File: config.mk
export PLATFORM = sky130hd
export DESIGN_NAME = sw_debounce
export DESIGN_NICKNAME = d
export VERILOG_FILES = /design/src/rtl/sw_debounce_pkg.sv /design/src/rtl/sw_debounce_sync_2ff.sv /design/src/rtl/sw_debounce.sv
export SDC_FILE = /design/constraint.sdc
export NUM_CORES = 1
export LEC_CHECK = 0
export BUFFER_PORTS_ARGS = -buffer_cell sky130_fd_sc_hd__buf_4
export CAP_MARGIN = 20
export CORE_AREA = 2 2 48 50
export DETAILED_ROUTE_END_ITERATION = 8
export DIE_AREA = 0 0 50 52
export PLACE_DENSITY = 0.77
export SLEW_MARGIN = 20
export SYNTH_ARGS = -nofsm -noshare
export SYNTH_HDL_FRONTEND = slang
export SYNTH_SLANG_ARGS = --single-unit
export TNS_END_PERCENT = 20
File: constraint.sdc
create_clock -name clk -period 3 [get_ports clk]
set_input_delay 0.15 -clock clk [delete_from_list [all_inputs] [get_ports clk]]
set_output_delay 0.15 -clock clk [all_outputs]
set_load 0.02 [all_outputs]
File: src/rtl/sw_debounce_pkg.sv
// Shared types and defaults for the switch debouncer.
package sw_debounce_pkg;

    typedef enum logic [1:0] {
        ST_LOW  = 2'b00,
        ST_L2H  = 2'b01,
        ST_HIGH = 2'b10,
        ST_H2L  = 2'b11
    } deb_state_t;

    localparam int DEB_STABLE_CYCLES_DEF = 500000;

endpackage

File: src/rtl/sw_debounce_sync_2ff.sv
// Single-bit two-flop synchronizer, async active-high reset to 0.
module sync_2ff (
    input  logic clk,
    input  logic reset,
    input  logic d,
    output logic q
);

    logic meta_reg;
    logic q_reg;

    always_ff @(posedge clk or posedge reset) begin
        if (reset) begin
            meta_reg <= 1'b0;
            q_reg    <= 1'b0;
        end else begin
            meta_reg <= d;
            q_reg    <= meta_reg;
        end
    end

    assign q = q_reg;

endmodule

File: src/rtl/sw_debounce.sv
// Switch debouncer: synchronize, time stability, emit clean level and edge pulses.
// Optional macro DEBOUNCE_SYNC_EN selects a two-flop synchronizer instead of one sampling flop.
module sw_debounce
    import sw_debounce_pkg::*;
#(
    parameter int STABLE_CYCLES = DEB_STABLE_CYCLES_DEF
) (
    input  logic clk,
    input  logic reset,
    input  logic sw_in,
    output logic sw_clean,
    output logic sw_rise,
    output logic sw_fall,
    output logic busy
);

    localparam int CNT_W = $clog2(STABLE_CYCLES + 1);
    localparam logic [CNT_W-1:0] CNT_ONE  = CNT_W'(1);
    localparam logic [CNT_W-1:0] CNT_LAST = CNT_W'(STABLE_CYCLES - 1);

    logic s;

`ifdef DEBOUNCE_SYNC_EN
    sync_2ff u_sync (
        .clk   (clk),
        .reset (reset),
        .d     (sw_in),
        .q     (s)
    );
`else
    logic sample_reg;

    always_ff @(posedge clk or posedge reset) begin
        if (reset) begin
            sample_reg <= 1'b0;
        end else begin
            sample_reg <= sw_in;
        end
    end

    assign s = sample_reg;
`endif

    deb_state_t       state_reg, state_next;
    logic [CNT_W-1:0] cnt_reg, cnt_next;
    logic             clean_reg, clean_next;
    logic             rise_reg, rise_next;
    logic             fall_reg, fall_next;
    logic             busy_reg, busy_next;

    always_ff @(posedge clk or posedge reset) begin
        if (reset) begin
            state_reg <= ST_LOW;
            cnt_reg   <= '0;
            clean_reg <= 1'b0;
            rise_reg  <= 1'b0;
            fall_reg  <= 1'b0;
            busy_reg  <= 1'b0;
        end else begin
            state_reg <= state_next;
            cnt_reg   <= cnt_next;
            clean_reg <= clean_next;
            rise_reg  <= rise_next;
            fall_reg  <= fall_next;
            busy_reg  <= busy_next;
        end
    end

    // cnt_reg holds how many new-level samples have been seen so far; the
    // sample that brings it to STABLE_CYCLES is accepted instead of stored.
    always_comb begin
        state_next = state_reg;
        cnt_next   = cnt_reg;
        clean_next = clean_reg;
        rise_next  = 1'b0;
        fall_next  = 1'b0;

        case (state_reg)
            ST_LOW: begin
                cnt_next = '0;
                if (s) begin
                    if (STABLE_CYCLES == 1) begin
                        state_next = ST_HIGH;
                        clean_next = 1'b1;
                        rise_next  = 1'b1;
                    end else begin
                        state_next = ST_L2H;
                        cnt_next   = CNT_ONE;
                    end
                end
            end
            ST_L2H: begin
                if (!s) begin
                    state_next = ST_LOW;
                    cnt_next   = '0;
                end else if (cnt_reg == CNT_LAST) begin
                    state_next = ST_HIGH;
                    cnt_next   = '0;
                    clean_next = 1'b1;
                    rise_next  = 1'b1;
                end else begin
                    cnt_next = cnt_reg + CNT_ONE;
                end
            end
            ST_HIGH: begin
                cnt_next = '0;
                if (!s) begin
                    if (STABLE_CYCLES == 1) begin
                        state_next = ST_LOW;
                        clean_next = 1'b0;
                        fall_next  = 1'b1;
                    end else begin
                        state_next = ST_H2L;
                        cnt_next   = CNT_ONE;
                    end
                end
            end
            ST_H2L: begin
                if (s) begin
                    state_next = ST_HIGH;
                    cnt_next   = '0;
                end else if (cnt_reg == CNT_LAST) begin
                    state_next = ST_LOW;
                    cnt_next   = '0;
                    clean_next = 1'b0;
                    fall_next  = 1'b1;
                end else begin
                    cnt_next = cnt_reg + CNT_ONE;
                end
            end
            default: begin
                state_next = ST_LOW;
                cnt_next   = '0;
                clean_next = 1'b0;
            end
        endcase

        busy_next = (state_next == ST_L2H) || (state_next == ST_H2L);
    end

    assign sw_clean = clean_reg;
    assign sw_rise  = rise_reg;
    assign sw_fall  = fall_reg;
    assign busy     = busy_reg;

endmodule

Yosys cells after proc, flatten, opt, wreduce, memory -nomap -nowiden
Cells that the tools add are included.
W data, S select, Z words.
{"block": "word_totals", "reg_bits": 26, "out_inout_bits": 4, "word_cells": 45}
{"block": "classes", "add_sub_neg": 1, "eq_ne": 10, "muxes": 23, "reduce_logical": 4}
{"op": "$pmux W19 S4", "n": 1}
{"op": "$mux W19", "n": 3}
{"op": "$add A19 B1 Y19 const B", "n": 1}
{"op": "$eq A19 B19 Y1 const B", "n": 1}
{"op": "$mux W2", "n": 6}
{"op": "$mux W1", "n": 11}
{"op": "$ne A2 B2 Y1 const B", "n": 4}
{"op": "$pmux W2 S4", "n": 1}
{"op": "$eq A2 B2 Y1 const B", "n": 3}
{"op": "$reduce_and A5 Y1", "n": 1}
{"op": "$eq A2 B1 Y1 const B", "n": 2}
{"op": "$logic_not A2 Y1", "n": 1}
{"op": "$pmux W1 S2", "n": 1}
{"op": "$reduce_bool A2 Y1", "n": 1}
{"op": "$logic_or A1 B1 Y1", "n": 1}

Longest topological paths before layout
Gate-level depths: netlist of run 1.
{"block": "depth", "word_depth": 6, "ltp_mapped": 6, "ltp_nobuf": 5}

Least setup slack after synthesis of run 1
Ideal clock, no wire load.
{"block": "synth_timing", "path_kind": "register to register", "startpoint": "register cnt_reg[0]", "endpoint": "register clean_reg (netlist: sw_clean)", "setup_ns": 0.124, "arrival_ns": 1.564, "t_required_ns": 2.876, "setup_slack_ns": 1.312, "path_stages_with_launch": 6, "path_buffers": 0, "period_less_slack_ns": 1.688, "cell_sequence": "dfrtp_1 > ha_1 > and4_1 > nand3_1 > or2_2 > a211o_1"}
{"block": "synth_between", "elab_chain_cells": 3, "word_cells_on_any_way": 4, "cone_classes": "eq/ne: 3; reduce/logical: 1"}
{"item": "start, declared", "line_no": "sw_debounce.sv:45", "source": "logic [CNT_W-1:0] cnt_reg, cnt_next;"}
{"item": "start signal, assigned", "line_no": "sw_debounce.sv:61", "source": "cnt_reg <= cnt_next;"}
{"item": "$eq A19 B19 Y1 *", "line_no": "sw_debounce.sv:96, sw_debounce.sv:122"}
{"item": "$ne A2 B2 Y1 (no line)"}
{"item": "$reduce_and A5 Y1 (no line) *"}
{"item": "end signal, assigned", "line_no": "sw_debounce.sv:62", "source": "clean_reg <= clean_next;"}
{"item": "end, declared", "line_no": "sw_debounce.sv:46", "source": "logic clean_reg, clean_next;"}
Every way passes the cells marked *; elsewhere a longest branch is shown, timed or not.
A chain may end at the register's enable or synchronous reset.

Final worst setup path of run 1
{"block": "layout_timing", "startpoint": "register cnt_reg[0]", "endpoint": "register cnt_reg[8]"}
{"block": "layout_between", "elab_chain_cells": 4, "word_cells_on_any_way": 6, "cone_classes": "add/sub: 1; eq/ne: 1; mux: 4"}
{"item": "$add A19 B1 Y19 or $eq A19 B19 Y1 (tied branches)"}
{"item": "$mux W19 *", "line_no": "sw_debounce.sv:96, sw_debounce.sv:122"}
{"item": "$mux W19 (on tied branches)", "line_no": "sw_debounce.sv:119, sw_debounce.sv:93"}
{"item": "$pmux W19 S4 *", "line_no": "sw_debounce.sv:78", "source": "case (state_reg)"}
{"item": "net cnt_next[8]", "line_no": "sw_debounce.sv:45"}
Mark *: on every way through the listed nets, which the timed path passes. The rest lies on a longest branch.

==> summary.md, run 1 <==
| Metric | Value |
|---|---|
| Critical path depth | `5` |
| Antenna violations before repair | `0` |
| Arr. time, crit path | `2.16 ns` |
| Via Count | `906` |
| Pre-CTS setup slack | `1.040 ns` |
| Clk sinks | `25` |
| Clock transition at the registers of the reported paths | `0.13 ns` |
| I/O pins | `7` |
| Slowest stage delay, CP | `0.64 ns` |
| Mean post-synth cell area | `10.17 sq um` |
| Chip width | `50 um` |
| Slowest-stage cell, CP | `o211ai_2` |
| Fin nets | `133` |
| Final instance area | `1316 sq um` |
| Startpoint types | `flip-flop` |
| Rel. slew slack | `39.74%` |
| Worst Path Required | `3.17 ns` |
| Non-Filler Instances | `156` |
| Max VDD drop | `0.3053 mV` |
| Row count | `17` |
| Initial core utilization | `57.46%` |
| Hold Slack | `0.01843 ns` |
| Root buffer cell | `clkbuf_4` |
| Vias in the first global route | `836` |
| GPL Wtd Cong | `0.8299` |
| Flops & latches, synth | `25` |
| TritonCTS clock tree | `yes` |
| Power Density | `389.5 nW/um^2` |
| Largest family of logic cells by synthesized area | `simple AND/OR/NAND/NOR gates` |
| Setup CP Type | `flip-flop to flip-flop` |
| Most frequent cells in the layout | `dfrtp_1, nor2_1, nand2_1, xnor2_1, nand3_1` |
| Leakage | `0.5397 nW` |
| CP top delay family | `compound AO/OA/AOI/OAI gates` |
| Mapped Area | `1210 sq um` |
| Most common cell after layout, fill and taps aside | `dfrtp_1` |
| Cts bufs inserted | `3` |
| Post-layout util | `62.51%` |
| Largest net degree at the start of global routing | `26` |
| Placed Instance Area | `1280 sq um` |
| Final setup margin | `1.017 ns` |
| Routed wire length | `2224 um` |
| Clock Skew | `0.008889 ns` |
| Yosys warning count | `0` |
| CP Buf/Inv Count | `0` |
| First-pass GRT wire length | `3643 um` |
| DRC violations left | `0` |
| Synth Area in XOR/XNOR | `10.86%` |
| RSZ-0062 raised after global routing | `false` |
| DRT Pass-1 Iters | `4` |
| Placed cell count | `151` |
| Total global routing overflow | `0` |
| Drt via density | `5.808` |
| IO Port Bufs | `6` |
| Post-Synth Adder-Cell Area | `1.034%` |
| Design Power | `512.7 uW` |
| Post-layout min period | `1.983 ns` |
| Crit path max fanout | `18` |
| Max Fclk | `504.3 MHz` |
| Synthesized instance count | `119` |
| Worst setup path start | `cnt_reg[0]` |
| Multiplexer share of the synthesized area | `0.9307%` |
| Post-DP HPWL | `1607 um` |
| Final hold violation count | `0` |
| Layout cells sized above 1 | `12.50%` |
| Worst path cell trace | `ha_1 > and4_1 > nand3_1 > o211ai_2 > nor2_1` |
| Status | `complete, no violations` |
| Total GRT Usage | `18.68%` |
| Slew @ Worst Pin | `0.9028 ns` |
| Iteration-0 DRC Markers | `19` |
| Layout area overhead | `8.790%` |
| Max Cap Viol | `0` |
| Sequential area share after synthesis | `51.71%` |
| Reg2reg end | `cnt_reg[8]` |
| Worst r2r src | `cnt_reg[0]` |
| Reg2reg setup slack | `1.02 ns` |
| Critical path endpoint category | `flip-flop` |
| H-Tree Depth | `1` |
| # diodes | `0` |
| Core box area | `2106 sq um` |
| WL/cell | `14.26 um` |
| Maximum clock insertion buffer count | `2` |
| Post-CTS Setup Inserts | `0` |
| Final ANT Viol Nets | `0` |
| Syn Nets | `123` |
| Synth unique cells | `32` |
| Die Area | `2600 sq um` |
| CP Capture Point | `cnt_reg[8]` |
| Die height | `52 um` |
| Simple logic cell fraction of the synthesized area | `28.34%` |
| Largest register FFs | `19` |
| Compound-Gate Fraction of Synth Area | `4.447%` |
| Final worst-path cycle share | `66.09%` |
| Pins Over Slew Limit | `0` |
| Worst hold path type | `primary input to async pin` |
| Setup TNS | `0 ns` |
| Worst reg2reg path depth | `5` |
| Final setup fails | `0` |
| Clock Latency Late Sink | `0.31 ns` |
## kinds of logic (layout without fill, tap and decap cells)
family / after synthesis / after routing
muxes: 1 / 1
xor gates and xnor gates: 15 / 15
buffers and inverters: 8 / 17
DFF: 25 / 25
and+or+nand+nor: 61 / 61
AOI/OAI and AO/OA: 8 / 8
adders and majority gates: 1 / 1
## cell type report
cell class	instances	area, sq um
repair buffers	7	55.05
clock buffers	4	26.28
multi-input cells	86	551.8
flip-flops and latches	25	625.6
inverters	6	22.52
fillers	169	789.5
well taps	28	35.03
## worst min-delay path by stage
stage / startpoint / to / slack, ns / cells after the start
final: reset / cnt_reg[0] / 0.02 / 2
after global routing: reset / cnt_reg[15] / 0.08 / 2
after CTS: reset / cnt_reg[0] / 0.06 / 2
after detailed placement: sw_in / s / 0.26 / 1
after global placement: sw_in / s / 0.26 / 1
after floorplan: reset / cnt_reg[0] / 0.18 / 1
## routing by layer
metal,routed length (um),share of wire [%],global-route usage [%]
met3,94,4.2,3.448
met2,1065,48,30.26
met1,1033,46,24.58
met4,31,1.4,7.870
met5,0,0,0
## power breakdown
part	internal, mW	total [mW]	switching [mW]
combinational	0.00663	0.0212	0.0145
sequential	0.340	0.344	0.00394
clock	0.0519	0.147	0.0956
total	0.399	0.513	0.114
## worst register-to-register path, stage by stage (launching register included)
cell      delay [ns]
dfrtp_1         0.44
ha_1            0.27
and4_1          0.25
nand3_1         0.13
o211ai_2        0.64
nor2_1          0.12
## timing repair
| action | in CTS | in global routing |
|---|---|---|
| gates resized for setup | 0 | 0 |
| endpoints found under the hold margin | 1 | 0 |
| endpoints found under the setup margin | 0 | 0 |
| hold buffers | 1 | 0 |
## synth_stat cells (all sizes together)
cell | n | share of area, %
dfrtp | 25 | 52
nor2 | 17 | 5.3
nand2 | 9 | 2.8
xnor2 | 9 | 6.5
nand3 | 8 | 3.3
inv | 6 | 1.9
xor2 | 6 | 4.3
nor3 | 5 | 2.1
nand4 | 4 | 3.3
nor4 | 4 | 2.1
a21oi | 3 | 1.2
buf | 2 | 0.83
o21ai | 2 | 0.83
or2 | 2 | 1.0
or4 | 2 | 1.7
a211o | 1 | 0.72
a21boi | 1 | 0.62
and2 | 1 | 0.52
and3 | 1 | 0.52
and4 | 1 | 0.72
and4b | 1 | 0.83
ha | 1 | 1.0
mux2 | 1 | 0.93
nand3b | 1 | 0.62
nand4bb | 1 | 0.93
nor3b | 1 | 0.62
nor4b | 1 | 0.72
nor4bb | 1 | 0.83
o211ai | 1 | 1.0
or3 | 1 | 0.52
Power figures use the tool's default switching activity.
==> run 2: changes to the inputs <==
CORE_AREA = 2 2 49 51   (was 2 2 48 50)
DIE_AREA = 0 0 51 53   (was 0 0 50 52)
PLACE_DENSITY = 0.74   (was 0.77)
clock period = 1.9 ns   (was 3 ns; I/O delays follow)
==> summary.md, run 2 (same netlist as run 1, synthesis figures left out) <==
| Metric | Value |
|---|---|
| I/O pins | `7 (unchanged)` |
| Setup TNS | `0 ns (unchanged)` |
| Final worst-path cycle share | `94.19% (was 66.09%)` |
| # fillers | `176 (was 169)` |
| Crit path max fanout | `6 (was 18)` |
| GPL Wtd Cong | `0.7962 (was 0.8299)` |
| Final instance area | `1378 sq um (was 1316 sq um)` |
| First-pass GRT wire length | `3801 um (was 3643 um)` |
| Initial core utilization | `56.32% (was 57.46%)` |
| DRT Pass-1 Iters | `5 (was 4)` |
| Post-DP HPWL | `1608 um (was 1607 um)` |
| Max layer used | `met4 (unchanged)` |
| TritonCTS clock tree | `yes (unchanged)` |
| Largest net degree at the start of global routing | `26 (unchanged)` |
| Max Cap Viol | `0 (unchanged)` |
| Design Power | `821.3 uW (was 512.7 uW)` |
| Clk sinks | `25 (unchanged)` |
| Final ANT Viol Nets | `0 (unchanged)` |
| Non-Filler Instances | `163 (was 156)` |
| Row count | `17 (unchanged)` |
| Metal-1 WL | `1105 um (was 1033 um)` |
| Pins Over Slew Limit | `0 (unchanged)` |
| Total GRT Usage | `19.99% (was 18.68%)` |
| Largest register FFs | `19 (unchanged)` |
| Via Count | `899 (was 906)` |
| Clock transition at the registers of the reported paths | `0.13 ns (about the same)` |
| Leakage | `0.5676 nW (was 0.5397 nW)` |
| Metal2 WL | `988 um (was 1065 um)` |
| Post-CTS Setup Inserts | `0 (unchanged)` |
| Post-layout util | `64.12% (was 62.51%)` |
| Die height | `53 um (was 52 um)` |
| Reg2reg setup slack | `0.11 ns (was 1.02 ns)` |
| Final setup margin | `0.1105 ns (was 1.017 ns)` |
| Max VDD drop | `0.5029 mV (was 0.3053 mV)` |
| Root buffer cell | `clkbuf_4 (unchanged)` |
| Critical path endpoint category | `flip-flop (unchanged)` |
| H-Tree Depth | `1 (unchanged)` |
| Final setup fails | `0 (unchanged)` |
| Layout area overhead | `13.86% (was 8.790%)` |
| Post-layout min period | `1.790 ns (was 1.983 ns)` |
| Chip width | `51 um (was 50 um)` |
| RSZ-0062 raised after global routing | `false (unchanged)` |
| Clock Latency Late Sink | `0.32 ns (was 0.31 ns)` |
| Status | `complete, no violations (unchanged)` |
| Placed cell count | `157 (was 151)` |
| DRC violations left | `0 (unchanged)` |
| Rel. slew slack | `74.88% (was 39.74%)` |
| Startpoint types | `flip-flop (unchanged)` |
| CP Capture Point | `sw_clean (was cnt_reg[8])` |
| Worst r2r src | `cnt_reg[7] (was cnt_reg[0])` |
| Arr. time, crit path | `2.01 ns (was 2.16 ns)` |
| Vias in the first global route | `835 (was 836)` |
| Most common cell after layout, fill and taps aside | `dfrtp_1 (unchanged)` |
| Setup CP Type | `flip-flop to flip-flop (unchanged)` |
| Hold Slack | `0.3505 ns (was 0.01843 ns)` |
| WL/cell | `13.48 um (was 14.26 um)` |
| Drt via density | `5.515 (was 5.808)` |
| Worst Path Required | `2.12 ns (was 3.17 ns)` |
| Total global routing overflow | `0 (unchanged)` |
| Worst setup path start | `cnt_reg[7] (was cnt_reg[0])` |
| Placed Instance Area | `1325 sq um (was 1280 sq um)` |
| Reg2reg end | `sw_clean (was cnt_reg[8])` |
| Maximum clock insertion buffer count | `2 (unchanged)` |
| Met3 wire length | `63 um (was 94 um)` |
| Die Area | `2703 sq um (was 2600 sq um)` |
| Max Fclk | `558.8 MHz (was 504.3 MHz)` |
| Slew @ Worst Pin | `0.3715 ns (was 0.9028 ns)` |
| Clock Skew | `0.009169 ns (was 0.008889 ns)` |
| Cts bufs inserted | `3 (unchanged)` |
| # diodes | `0 (unchanged)` |
| IO Port Bufs | `6 (unchanged)` |
| Power Density | `596.2 nW/um^2 (was 389.5 nW/um^2)` |
| Layout cells sized above 1 | `17.78% (was 12.50%)` |
| Final hold violation count | `0 (unchanged)` |
| Iteration-0 DRC Markers | `7 (was 19)` |
| Routed wire length | `2197 um (was 2224 um)` |
| Pre-CTS setup slack | `0.1229 ns (was 1.040 ns)` |
| Core box area | `2148 sq um (was 2106 sq um)` |
| Worst hold path type | `primary input to async pin (unchanged)` |
| Antenna violations before repair | `0 (unchanged)` |
| Fin nets | `140 (was 133)` |
| Most frequent cells in the layout | `dfrtp_1, nor2_1, buf_4 (was dfrtp_1, nor2_1, nand2_1, xnor2_1, nand3_1)` |
| Worst reg2reg path depth | `4 (was 5)` |
run 2: how the worst min path moves through the flow:
| stage | from | end | slack [ns] | cells after the start |
|---|---|---|---|---|
| floorplan | reset | cnt_reg[0] | 0.12 | 1 |
| global placement | reset | cnt_reg[3] | 0.16 | 3 |
| detailed placement | reset | cnt_reg[3] | 0.17 | 3 |
| CTS | reset | cnt_reg[3] | 0.35 | 4 |
| global route | reset | cnt_reg[3] | 0.40 | 4 |
| finish | reset | cnt_reg[3] | 0.35 | 4 |
run 2: per-layer routing:
metal  track usage (%)  vias up
met2             30.09       14
met1             26.80      431
met4             8.559        0
li1                  -      448
met5                 0        -
met3             5.932        6
run 2: cell type report:
class / count / area (sq um) / area share (%)
Timing Repair Buffer: 14 / 110.1 / 7.993
Clock inverter: 1 / 7.507 / 0.5450
Sequential cell: 25 / 625.6 / 45.41
Inverter: 6 / 22.52 / 1.635
Tap cell: 28 / 35.03 / 2.543
Clock buffer: 3 / 22.52 / 1.635
Multi-Input combinational cell: 86 / 554.3 / 40.24
run 2: worst max-delay path, stage by stage, from the launching register on:
cell     delay, ns
dfrtp_1       0.49
nor4b_1       0.43
nand3_1       0.14
or2_2         0.34
a211o_1       0.30
run 2: where the power goes:
| part | internal [mW] | switching [mW] | leakage, nW |
|---|---|---|---|
| Combinational | 0.0179 | 0.0258 | 0.211 |
| Clock | 0.0806 | 0.156 | 0.0139 |
| Sequential | 0.537 | 0.00459 | 0.343 |
run 2: repair_timing:
action,in CTS,in global routing
endpoints found under the setup margin,0,1
resized for setup,0,1
hold buffers,2,0
hold endpoints to repair,26,0
